--- src/rtl/serial_add_pkg.sv ---
// rtl/serial_add_pkg.sv - shared types and constants for the nibble-serial adder
package serial_add_pkg;

    typedef enum logic [1:0] {IDLE, RUN, DONE} sa_state_t;

    localparam int NIB_W = 4;

endpackage

--- src/rtl/nibble_add.sv ---
// rtl/nibble_add.sv - combinational 4-bit adder slice with carry in/out
import serial_add_pkg::*;

module nibble_add (
    input  logic [NIB_W-1:0] a,
    input  logic [NIB_W-1:0] b,
    input  logic             cin,
    output logic [NIB_W-1:0] sum,
    output logic             cout
);

    assign {cout, sum} = {1'b0, a} + {1'b0, b} + {{NIB_W{1'b0}}, cin};

endmodule

--- src/rtl/serial_add_ctrl.sv ---
// rtl/serial_add_ctrl.sv - W-bit a+b+cin computed one nibble per clock on a shared slice
import serial_add_pkg::*;

module serial_add_ctrl #(
    parameter int W = 16
) (
    input  logic         clk,
    input  logic         rst_n,
    input  logic         start,
    input  logic         abort,
    input  logic [W-1:0] a,
    input  logic [W-1:0] b,
    input  logic         cin,
    output logic         busy,
    output logic         done,
    output logic [W-1:0] sum,
    output logic         cout
);

    localparam int NIB   = W / NIB_W;
    localparam int IDX_W = (NIB > 1) ? $clog2(NIB) : 1;

    if ((W % NIB_W) != 0 || W < 8) begin : g_bad_width
        $error("serial_add_ctrl: W must be a multiple of 4 and at least 8");
    end

    sa_state_t          state;
    logic [W-1:0]       op_a;
    logic [W-1:0]       op_b;
    logic [W-1:0]       work;
    logic [W-1:0]       merged;
    logic               carry_reg;
    logic [IDX_W-1:0]   idx;
    logic [NIB_W-1:0]   s_sum;
    logic               s_cout;

    nibble_add u_slice (
        .a    (op_a[{idx, 2'b00} +: NIB_W]),
        .b    (op_b[{idx, 2'b00} +: NIB_W]),
        .cin  (carry_reg),
        .sum  (s_sum),
        .cout (s_cout)
    );

    // Working value with the current nibble folded in; on the last nibble this is the full sum.
    always_comb begin
        merged = work;
        merged[{idx, 2'b00} +: NIB_W] = s_sum;
    end

    assign busy = (state == RUN);

    always_ff @(posedge clk or negedge rst_n) begin
        if (!rst_n) begin
            state     <= IDLE;
            op_a      <= '0;
            op_b      <= '0;
            work      <= '0;
            carry_reg <= 1'b0;
            idx       <= '0;
            sum       <= '0;
            cout      <= 1'b0;
            done      <= 1'b0;
        end else begin
            done <= 1'b0;
            case (state)
                IDLE, DONE: begin
                    if (start) begin
                        op_a      <= a;
                        op_b      <= b;
                        carry_reg <= cin;
                        idx       <= '0;
                        state     <= RUN;
                    end else begin
                        state <= IDLE;
                    end
                end
                RUN: begin
                    if (abort) begin
                        state <= IDLE;
                    end else begin
                        work      <= merged;
                        carry_reg <= s_cout;
                        if (idx == IDX_W'(NIB - 1)) begin
                            sum   <= merged;
                            cout  <= s_cout;
                            done  <= 1'b1;
                            state <= DONE;
                        end else begin
                            idx <= idx + IDX_W'(1);
                        end
                    end
                end
                default: state <= IDLE;
            endcase
        end
    end

endmodule

--- config.mk ---
export PLATFORM = sky130hd
export DESIGN_NAME = serial_add_ctrl
export DESIGN_NICKNAME = d
export VERILOG_FILES = /design/src/rtl/serial_add_pkg.sv /design/src/rtl/nibble_add.sv /design/src/rtl/serial_add_ctrl.sv
export SDC_FILE = /design/constraint.sdc
export NUM_CORES = 1
export LEC_CHECK = 0
export BUFFER_PORTS_ARGS = -buffer_cell sky130_fd_sc_hd__buf_2
export CAP_MARGIN = 0
export CORE_ASPECT_RATIO = 0.6
export CORE_MARGIN = 1.5
export CORE_UTILIZATION = 58
export CTS_BUF_LIST = sky130_fd_sc_hd__clkbuf_8
export DETAILED_ROUTE_END_ITERATION = 16
export PLACE_DENSITY = 0.82
export SYNTH_ARGS = -nofsm -noshare
export SYNTH_HDL_FRONTEND = slang
export SYNTH_SLANG_ARGS = --single-unit
--- constraint.sdc ---
create_clock -name clk -period 3.87 [get_ports clk]
set_input_delay 0.5805 -clock clk [delete_from_list [all_inputs] [get_ports clk]]
set_output_delay 0.5805 -clock clk [all_outputs]
set_load 0.01 [all_outputs]
==> impl_metrics.json <==
{
  "holdWs_ns": 0.397,
  "final.setup.tns_ns": 0,
  "postCtsSetupBuffers": 0,
  "rsz0062_at_grt": "no",
  "placed_area_mm2": 0.00361,
  "cpPeakStageDelay_ns": 0.64,
  "hold_class": "in2async",
  "area_growth_pct": 15.7,
  "cts.sinks": 71,
  "fmaxAchievable_mhz": 332,
  "finalMaxSlewViolations": 0,
  "start_util_pct": 62.6,
  "root_buffer": "clkbuf_8",
  "crit_slowest_cell": "xor2_1",
  "power.total_mw": 3.54,
  "hold_viol_final": 0,
  "post_cts_resized": 0,
  "final_common_cell": "nand2_1",
  "hpwl_um": 5130,
  "grt_max_degree": 72,
  "crit_arrival_ns": 3.29,
  "layout_common_cells": "nand2_1, dfrtp_1, buf_2",
  "period_share_pct": 77.8,
  "crit_path_end_kind": "flip-flop",
  "dp_slack_ns": 0.920,
  "synthCells": 312,
  "gr-total-overflow": 0,
  "p_leak_nw": 1.97,
  "worstSetupStartpoint": "idx[0]$_DFFE_PN0P_",
  "cts_buffer_depth": 2,
  "clock_latency_ns": 0.36,
  "worst_pin_slew_ns": 0.865,
  "worstPathRequired_ns": 4.15,
  "finalInstanceArea_mm2": 0.00380,
  "dieHeight_um": 61.3,
  "clk_pin_slew_ns": 0.08,
  "setup_violations": 0,
  "yosysSeqAreaShare_pct": 54.0,
  "dp_cells": 421,
  "syn_area_per_cell_um2": 10.5,
  "core_area_mm2": 0.00526,
  "critical_path_class": "reg2reg",
  "fillers": 395,
  "setup_slack_ns": 0.859,
  "grt_pass1_wl_um": 12000,
  "drtAntennaViolNets": 0,
  "cts_hold_repair.buffers": 0,
  "antenna_cells": 0,
  "slew_headroom_pct": 42.3,
  "dr.pass1.iters": 4,
  "instances_no_fill": 437,
  "drt-initial-drc-count": 143,
  "status": "finished clean",
  "cts.htree.levels": 3,
  "netlist_area_mm2": 0.00329,
  "vias_per_cell": 5.81,
  "cp_common_cell": "fa_1",
  "synth.distinct_cells": 39,
  "io_pins": 56,
  "portBuffers": 55,
  "worstPathCellList": "mux4_2, fa_1, fa_1, xor2_1, a221oi_1, nor2_1",
  "vdd_ir_drop_max_uv": 476,
  "floorplan.rows": 20,
  "numCtsBuffers": 9,
  "die_area_mm2": 0.00615,
  "finalClockSkew_ns": 0.0100,
  "yosys_warnings": 0,
  "ys_ff_latch": 71,
  "final_util_pct": 72.4,
  "routedWlPerCell_um": 16.6,
  "wirelength_um": 7260,
  "crit_fanout": 8,
  "place.gp.congestion": 0.840,
  "reg2reg_from": "idx[0]$_DFFE_PN0P_",
  "syn_nets": 360,
  "period_minus_slack_ns": 3.01,
  "pwr_density_cell_mw_per_mm2": 930,
  "die_w_um": 100,
  "grt_pass1_vias": 2333,
  "drc": 0,
  "via_count": 2538,
  "antenna_found_initial": 0,
  "tritoncts": "yes",
  "drive_gt1_share_pct": 26.1,
  "drv_cap": 0,
  "grt_usage_pct": 26.9,
  "nNetsFinal": 414,
  "startpoint_type": "flip-flop"
}
-- cells in the mapped netlist --
| cell | instances | share of area [%] |
|---|---|---|
| and2_1 | 2 | 0.38 |
| mux4_2 | 8 | 5.5 |
| and3_4 | 1 | 0.34 |
| inv_2 | 2 | 0.23 |
| ha_1 | 9 | 3.4 |
| nor2_1 | 32 | 3.7 |
| a22oi_1 | 1 | 0.23 |
| a32o_2 | 1 | 0.34 |
| a32o_1 | 7 | 2.1 |
| or3_4 | 1 | 0.34 |
| buf_2 | 4 | 0.61 |
| and2_4 | 1 | 0.27 |
| nor3b_4 | 1 | 0.57 |
| and4b_1 | 1 | 0.30 |
| a221oi_1 | 12 | 3.2 |
| a21o_2 | 1 | 0.27 |
| nor2b_1 | 1 | 0.19 |
| o21ai_1 | 1 | 0.15 |
| a211oi_1 | 1 | 0.23 |
| nand2_2 | 1 | 0.19 |
| buf_4 | 1 | 0.23 |
| a21oi_1 | 8 | 1.2 |
| a32oi_1 | 4 | 1.1 |
| o2bb2ai_1 | 2 | 0.53 |
| buf_1 | 2 | 0.23 |
| a22o_1 | 6 | 1.6 |
| clkbuf_1 | 10 | 1.1 |
| dfrtp_1 | 71 | 54 |
| xor2_1 | 1 | 0.27 |
| nor3_1 | 1 | 0.15 |
| mux2i_1 | 1 | 0.30 |
| fa_1 | 2 | 1.2 |
| inv_1 | 7 | 0.80 |
| a21o_1 | 1 | 0.23 |
| nand2_1 | 100 | 11 |
| nand2b_1 | 2 | 0.38 |
| nor4_4 | 1 | 0.65 |
| nor4b_4 | 2 | 1.4 |
| a22o_2 | 2 | 0.61 |
-- worst max-delay path: cells and delay by family (launching register included) --
kind / cells / cell delay, ns
flip-flops: 1 / 0.53
AO/OA/AOI/OAI: 1 / 0.20
adder cells (fa/ha/maj): 2 / 0.86
multiplexers: 1 / 0.58
AND/OR/NAND/NOR: 1 / 0.13
XOR/XNOR: 1 / 0.64
-- power by group --
part,internal [mW],switching [mW]
Sequential,1.06,0.207
Clock,0.307,0.268
Combinational,0.686,1.00
-- path summary, 6_finish.rpt --
path	endpoint	slack, ns	cells after the start
setup / recovery	sum[10]$_DFFE_PN0P_	0.86	6
max in group asynchronous	op_a[4]$_DFFE_PN0P_	2.88	2
min in group clk	op_a[7]$_DFFE_PN0P_	0.41	3
hold / removal	op_a[3]$_DFFE_PN0P_	0.40	2
hold reg to reg	op_a[8]$_DFFE_PN0P_	0.48	2
setup reg to reg	sum[10]$_DFFE_PN0P_	0.86	6
-- routing by layer --
layer | global-route usage (%) | up-vias | share of wire (%)
met5 | 0 | - | 0
met4 | 7.24 | 0 | 0.89
met3 | 10.2 | 8 | 8.5
met2 | 38.4 | 110 | 43
met1 | 39.1 | 1232 | 48
li1 | - | 1188 | -
-- cells by family after synthesis --
| logic type | synth area share (%) |
|---|---|
| AOI/OAI and AO/OA | 11.8 |
| xor gates and xnor gates | 0.266 |
| adders and majority gates | 4.64 |
| buffers and inverters | 3.23 |
| DFF | 54.0 |
| muxes | 5.78 |
| and+or+nand+nor | 20.3 |
-- final cells by class --
| cell class | instances | area (µm²) | area share, % |
|---|---|---|---|
| Timing Repair Buffer | 60 | 313 | 8.22 |
| Tap cell | 66 | 82.6 | 2.17 |
| Clock inverter | 6 | 52.6 | 1.38 |
| Multi-Input combinational cell | 215 | 1410 | 37.0 |
| Inverter | 9 | 33.8 | 0.888 |
| Clock buffer | 10 | 138 | 3.62 |
| Sequential cell | 71 | 1780 | 46.7 |
Power figures use the tool's default switching activity.
